===== config.mk =====
export PLATFORM = sky130hd
export DESIGN_NAME = fpu_mul_exception_resolver_flat
export DESIGN_NICKNAME = d
export VERILOG_FILES = /design/src/rtl/fpu_mul_exception_resolver_if.sv /design/src/rtl/fpu_mul_exception_resolver.sv /design/src/flat_wrapper.sv
export SDC_FILE = /design/constraint.sdc
export NUM_CORES = 1
export LEC_CHECK = 0
export ABC_AREA = 1
export CELL_PAD_IN_SITES_DETAIL_PLACEMENT = 2
export CELL_PAD_IN_SITES_GLOBAL_PLACEMENT = 2
export CORE_MARGIN = 2
export CORE_UTILIZATION = 27
export CTS_CLUSTER_SIZE = 8
export DETAILED_ROUTE_END_ITERATION = 8
export GPL_TIMING_DRIVEN = 0
export PLACE_DENSITY_LB_ADDON = 0.1
export SETUP_SLACK_MARGIN = 0.4
export SYNTH_ARGS = -nofsm -noshare
export SYNTH_HDL_FRONTEND = slang
export SYNTH_SLANG_ARGS = --single-unit

===== constraint.sdc =====
create_clock -name clk -period 2.9 [get_ports clk]
set_input_delay 0.58 -clock clk [delete_from_list [all_inputs] [get_ports clk]]
set_output_delay 0.58 -clock clk [all_outputs]
set_load 0.02 [all_outputs]

===== src/rtl/fpu_mul_exception_resolver_if.sv =====
// Handshake and payload bundle between the multiplier exception detector,
// the exception resolver and the downstream result consumer.
interface fpu_mul_exception_resolver_if;
  logic        in_valid;
  logic        in_ready;
  logic        in_sign;
  logic [7:0]  in_exp;
  logic [22:0] in_man;
  logic        in_invalid;
  logic        in_overflow;
  logic        in_zero;
  logic        out_valid;
  logic        out_ready;
  logic [31:0] out_result;
  logic [2:0]  out_flags;

  modport master (
    output in_valid, in_sign, in_exp, in_man, in_invalid, in_overflow, in_zero,
    output out_ready,
    input  in_ready, out_valid, out_result, out_flags
  );

  modport slave (
    input  in_valid, in_sign, in_exp, in_man, in_invalid, in_overflow, in_zero,
    input  out_ready,
    output in_ready, out_valid, out_result, out_flags
  );
endinterface


===== src/rtl/fpu_mul_exception_resolver.sv =====
// Resolves multiplier exception flags into IEEE-754 single-precision special
// results behind a one-deep valid/ready stage, with sticky status, counters and irq.
module fpu_mul_exception_resolver #(
  parameter int unsigned CNT_W = 8,
  parameter logic [31:0] QNAN  = 32'h7FC00000
) (
  input  logic                 clk,
  input  logic                 rst_n,
  fpu_mul_exception_resolver_if.slave bus,
  input  logic [2:0]           irq_en,
  input  logic                 clear_status,
  output logic [2:0]           status_sticky,
  output logic [CNT_W-1:0]     cnt_invalid,
  output logic [CNT_W-1:0]     cnt_overflow,
  output logic [CNT_W-1:0]     cnt_zero,
  output logic                 irq
);

  localparam int unsigned RES_W  = 32;
  localparam int unsigned FLAG_W = 3;
  localparam logic [CNT_W-1:0] CNT_MAX = {CNT_W{1'b1}};

  logic              out_valid_q;
  logic [RES_W-1:0]  out_result_q;
  logic [FLAG_W-1:0] out_flags_q;

  logic              accept;
  logic [FLAG_W-1:0] in_flags;
  logic [RES_W-1:0]  result_d;

  logic [FLAG_W-1:0] sticky_d;
  logic [CNT_W-1:0]  cnt_inv_d;
  logic [CNT_W-1:0]  cnt_ovf_d;
  logic [CNT_W-1:0]  cnt_zero_d;
  logic              irq_d;

  // Single output register: a new beat may enter whenever the slot drains this cycle.
  assign bus.in_ready   = !out_valid_q || bus.out_ready;
  assign bus.out_valid  = out_valid_q;
  assign bus.out_result = out_result_q;
  assign bus.out_flags  = out_flags_q;

  assign accept   = bus.in_valid && bus.in_ready;
  assign in_flags = {bus.in_invalid, bus.in_overflow, bus.in_zero};

  function automatic logic [CNT_W-1:0] sat_inc(input logic [CNT_W-1:0] v, input logic en);
    sat_inc = (en && (v != CNT_MAX)) ? v + CNT_W'(1) : v;
  endfunction

  // Special-result substitution, invalid > overflow > zero > raw product.
  always_comb begin
    result_d = {bus.in_sign, bus.in_exp, bus.in_man};
    if (bus.in_invalid) begin
      result_d = QNAN;
    end else if (bus.in_overflow) begin
      result_d = {bus.in_sign, 8'hFF, 23'h0};
    end else if (bus.in_zero) begin
      result_d = {bus.in_sign, 31'h0};
    end
  end

  // Status update: clear takes effect first, then the accepted beat is folded in.
  always_comb begin
    sticky_d   = clear_status ? '0 : status_sticky;
    cnt_inv_d  = clear_status ? '0 : cnt_invalid;
    cnt_ovf_d  = clear_status ? '0 : cnt_overflow;
    cnt_zero_d = clear_status ? '0 : cnt_zero;
    irq_d      = clear_status ? 1'b0 : irq;
    if (accept) begin
      sticky_d   = sticky_d | in_flags;
      cnt_inv_d  = sat_inc(cnt_inv_d,  bus.in_invalid);
      cnt_ovf_d  = sat_inc(cnt_ovf_d,  bus.in_overflow);
      cnt_zero_d = sat_inc(cnt_zero_d, bus.in_zero);
      irq_d      = irq_d || ((in_flags & irq_en) != '0);
    end
  end

  always_ff @(posedge clk or negedge rst_n) begin
    if (!rst_n) begin
      out_valid_q  <= 1'b0;
      out_result_q <= '0;
      out_flags_q  <= '0;
    end else if (accept) begin
      out_valid_q  <= 1'b1;
      out_result_q <= result_d;
      out_flags_q  <= in_flags;
    end else if (bus.out_ready) begin
      out_valid_q  <= 1'b0;
    end
  end

  always_ff @(posedge clk or negedge rst_n) begin
    if (!rst_n) begin
      status_sticky <= '0;
      cnt_invalid   <= '0;
      cnt_overflow  <= '0;
      cnt_zero      <= '0;
      irq           <= 1'b0;
    end else begin
      status_sticky <= sticky_d;
      cnt_invalid   <= cnt_inv_d;
      cnt_overflow  <= cnt_ovf_d;
      cnt_zero      <= cnt_zero_d;
      irq           <= irq_d;
    end
  end

endmodule


===== src/flat_wrapper.sv =====
// flat-port wrapper written by rule: the top's interface ports become plain ports
module fpu_mul_exception_resolver_flat 
#(
  parameter int unsigned CNT_W = 8,
  parameter logic [31:0] QNAN  = 32'h7FC00000
)
  (clk, rst_n, irq_en, clear_status, status_sticky, cnt_invalid, cnt_overflow, cnt_zero, irq, bus_in_valid, bus_in_sign, bus_in_exp, bus_in_man, bus_in_invalid, bus_in_overflow, bus_in_zero, bus_out_ready, bus_in_ready, bus_out_valid, bus_out_result, bus_out_flags);
  fpu_mul_exception_resolver_if bus_i ();
  input  logic clk;
  input  logic rst_n;
  input  logic [2:0] irq_en;
  input  logic clear_status;
  output logic [2:0] status_sticky;
  output logic [CNT_W-1:0] cnt_invalid;
  output logic [CNT_W-1:0] cnt_overflow;
  output logic [CNT_W-1:0] cnt_zero;
  output logic irq;
  input wire logic [$bits(bus_i.in_valid)-1:0] bus_in_valid;
  input wire logic [$bits(bus_i.in_sign)-1:0] bus_in_sign;
  input wire logic [$bits(bus_i.in_exp)-1:0] bus_in_exp;
  input wire logic [$bits(bus_i.in_man)-1:0] bus_in_man;
  input wire logic [$bits(bus_i.in_invalid)-1:0] bus_in_invalid;
  input wire logic [$bits(bus_i.in_overflow)-1:0] bus_in_overflow;
  input wire logic [$bits(bus_i.in_zero)-1:0] bus_in_zero;
  input wire logic [$bits(bus_i.out_ready)-1:0] bus_out_ready;
  output wire logic [$bits(bus_i.in_ready)-1:0] bus_in_ready;
  output wire logic [$bits(bus_i.out_valid)-1:0] bus_out_valid;
  output wire logic [$bits(bus_i.out_result)-1:0] bus_out_result;
  output wire logic [$bits(bus_i.out_flags)-1:0] bus_out_flags;
  assign bus_i.in_valid = bus_in_valid;
  assign bus_i.in_sign = bus_in_sign;
  assign bus_i.in_exp = bus_in_exp;
  assign bus_i.in_man = bus_in_man;
  assign bus_i.in_invalid = bus_in_invalid;
  assign bus_i.in_overflow = bus_in_overflow;
  assign bus_i.in_zero = bus_in_zero;
  assign bus_i.out_ready = bus_out_ready;
  assign bus_in_ready = bus_i.in_ready;
  assign bus_out_valid = bus_i.out_valid;
  assign bus_out_result = bus_i.out_result;
  assign bus_out_flags = bus_i.out_flags;
  fpu_mul_exception_resolver #(.CNT_W(CNT_W), .QNAN(QNAN)) u_core (.clk(clk), .rst_n(rst_n), .bus(bus_i), .irq_en(irq_en), .clear_status(clear_status), .status_sticky(status_sticky), .cnt_invalid(cnt_invalid), .cnt_overflow(cnt_overflow), .cnt_zero(cnt_zero), .irq(irq));
endmodule

==> summary.txt <==
Outcome
  • Status: finished, final reports clean

Synthesis
  • Largest area contributor in the netlist: dfrtp_1
  • Register area share after synthesis: between 50% and 60%
  • Top post-synthesis cells by area: dfrtp_1 (51%), nand2_1 (14%), nand3_1 (7.9%), inv_1 (5.2%), nor2_1 (4.4%)
  • Syn nets: around 430
  • Synth unique cells: 29
  • Syn avg cell area: 8.11 um^2
  • Synth Instances: around 400
  • Synth top area share: around half
  • Synthesized area: between 0.003 and 0.004 mm^2
  • Count of state elements after synthesis: 64
  • Yosys warnings: 0

Power and ir drop
  • Sequential power share: between 30% and 40%
  • Cell Int Power: 0.00196 W
  • PwrDens: between 500 and 600 mW/mm^2
  • Comb pwr share: 15.3%
  • Max VDD drop: around 0.3 mV
  • Pwr Total: 0.00262 W
  • P_leak: roughly 2.2 nW
  • Clk pwr share: a little under half
  • Net Sw Power: approximately 0.00067 W
  • Switching share of power: between 20% and 30%

GRT
  • Pin count of the biggest net entering global routing: 35
  • GRT Overall Usage: about 18%
  • Total grt overflow: 0
  • Initial antenna violation count: 0
  • Global-route wire length before repair: between 15000 and 20000 um
  • Vias in the first global route: about 3.5k

Die
  • Initial Util: around 28%
  • I/O pins: 108
  • Core area: around 0.011 mm^2
  • DIE WIDTH: between 100 and 150 um
  • Die height: around 110 um
  • Die area: 0.0126 mm^2
  • Rows: 39

Clock network
  • TritonCTS Buffers: 9
  • Cts hold-fix bufs: 0
  • Post-CTS Setup Bufs: 0
  • Clock transition at path regs: around 0.060 ns
  • Root buffer cell: clkbuf_16
  • CTS Buffer Depth: 2
  • Clock tree sinks: between 60 and 70
  • TritonCTS clock tree: yes
  • Post-cts resize count: 0
  • H-Tree Depth: 3
  • Worst-skew pair later-pin latency: between 0.3 and 0.4 ns

Timing
  • # setup viols final: 0
  • RSZ-0062 raised after global routing: no
  • Fmax: approximately 430 MHz
  • Final slew viol count: 0
  • Final period util: about four fifths
  • Count of final hold-check violations: 0
  • Worst Skew: ~0.0055 ns
  • Rel. slew slack: 59.4%
  • Worst Max-Slew Pin Slew: between 0.6 and 0.7 ns
  • Tmin final: 2.33 ns

Routing
  • Residual DRC: 0
  • Via count: 3080
  • Final wirelength: 10700 um
  • Initial drt markers: 66
  • Drt via density: around 4.7
  • Wire per inst: between 15 and 20 um
  • Antenna Violating Nets Remaining: 0
  • 1st-pass router iterations: 4

Layout
  • Ratio of cells with drive above 1 in the final layout: between 10% and 20%
  • Final core area utilization: roughly two fifths
  • Final net count: 550
  • # diodes: 0
  • Area growth, synth to finish: 50.1%

Place
  • Placer congestion estimate: 0.773
  • Dpl hpwl: ~8000 um
  • Port bufs: about 110

Worst setup path
  • Cell mode on critical path: clkdlybuf4s50_1
  • Worst reg2reg path depth: 6
  • CP Launch Type: primary input
  • Largest stage delay, worst path: 0.60 ns
  • WS Path Type: in -> out
  • Critical-path cell list: clkdlybuf4s50_1 > inv_1 > nand2_2 > clkdlybuf4s50_1
  • WP data arrival: approximately 1.8 ns
  • Critical Path RT: around 2.3 ns
  • Critical Path Sink Type: primary output
  • Crit path max fanout: 3
  • FF-to-FF Start: u_core.bus.out_valid
  • Slowest CP cell: clkdlybuf4s50_1
  • Critical path origin: bus_out_ready

Hold path
  • Hold Crit Class: in -> async

Run
  • Max_cap viols: 0
-- cell usage after synthesis --
| cell type | instances |
|---|---|
| inv_12 | 1 |
| a21oi_1 | 1 |
| nor3_1 | 1 |
| nand2_2 | 8 |
| buf_1 | 1 |
| nand4_1 | 6 |
| inv_2 | 2 |
| dfrtp_1 | 64 |
| o21bai_1 | 1 |
| nand2_1 | 119 |
| nor2_1 | 37 |
| inv_1 | 44 |
| clkbuf_1 | 2 |
| nor2_2 | 3 |
| nor3_2 | 1 |
| a31oi_1 | 9 |
| buf_6 | 1 |
| buf_2 | 8 |
| a21oi_2 | 3 |
| buf_4 | 1 |
| nand3_1 | 50 |
| nor2_4 | 4 |
| nand3_4 | 4 |
| o21ai_0 | 6 |
| nand3_2 | 4 |
| a22o_1 | 1 |
| buf_8 | 1 |
| o21ai_1 | 5 |
| o21a_1 | 2 |
-- cells in the final DEF (no fill, tap or decap), types with 2 or more instances in the layout --
cell             instances
nand2_2                  8
clkbuf_1                 3
o21a_1                   2
a21oi_2                  3
buf_4                    2
nor2_1                  37
clkdlybuf4s50_1        104
nand2_1                119
inv_1                   44
o21ai_0                  6
nand3_1                 50
o21ai_1                  5
nand3_4                  4
nand4_1                  6
buf_2                    8
bufinv_16                3
clkinv_2                 2
clkbuf_16                9
inv_2                    2
nor2_2                   3
a31oi_1                  9
dfrtp_1                 64
nand3_2                  4
nor2_4                   4
-- layout make-up --
cell class                 count  area [um^2]
buffer                        14         85.1
clock buffer                  10          229
clock inverter                 6          108
fill                        1309         6670
inverter                      47          189
multi-input combinational    265         1290
sequential                    64         1600
tap                          143          179
timing repair buffer         106         1070
-- per-layer routing --
metal / global-route usage [%] / routed length [um]
met2: 31.8 / 5390
met4: 6.34 / 151
met1: 22.0 / 4520
met5: 0 / 0
met3: 5.72 / 679
-- sequential cells by signal (all words and copies together) (netlist names) --
name and flops:
u_core.status_sticky 3, u_core.bus.out_flags 3, u_core.cnt_zero 8, u_core.cnt_invalid 8
u_core.bus.out_valid 1, u_core.cnt_overflow 8, u_core.bus.out_result 32, u_core.irq 1
-- power by group through the flow --
| stage | registers [W] | logic, W | clock network (W) |
|---|---|---|---|
| after global placement | 0.000991 | 0.000400 | 0 |
| after global routing | 0.000984 | 0.000440 | 0.00132 |
| after CTS | 0.000978 | 0.000411 | 0.00128 |
| after detailed placement | 0.000992 | 0.000409 | 0 |
| final | 0.000977 | 0.000401 | 0.00125 |
| after floorplan | 0.00105 | 0.000112 | 0 |
-- critical path, delay by kind of cell --
| kind | cells | cell delay [ns] |
|---|---|---|
| and+or+nand+nor | 1 | 0.07 |
| buffers and inverters | 3 | 1.09 |
-- path summary, 6_finish.rpt --
path	slack, ns	endpoint
setup / recovery	0.57	bus_in_ready
hold / removal	0.19	u_core.cnt_overflow[5]
setup reg to reg	1.42	u_core.cnt_zero[7]
hold reg to reg	0.48	u_core.bus.out_result[1]
max in group asynchronous	2.17	u_core.bus.out_result[13]
min in group clk	0.48	u_core.bus.out_result[1]
-- stage by stage --
stage	setup WS (ns)	hold WS (ns)	cell area (um^2)	TNS (ns)	cells
finish	0.571	0.186	4750	0	655
global route	0.539	0.214	4750	0	655
CTS	0.565	0.197	4750	0	655
detailed placement	0.572	0.469	4410	0	639
global placement	-1.30	0.462	4390	-83.07	638
floorplan	1.42	0.284	3160	0	390
-- kinds of logic after synthesis --
kind of cell,count (synthesis),share of synthesized area [%]
DFF,64,50.7
AOI/OAI and AO/OA,28,5.50
and+or+nand+nor,237,35.2
buffers and inverters,61,8.67
(Power assumes the default switching activity.)
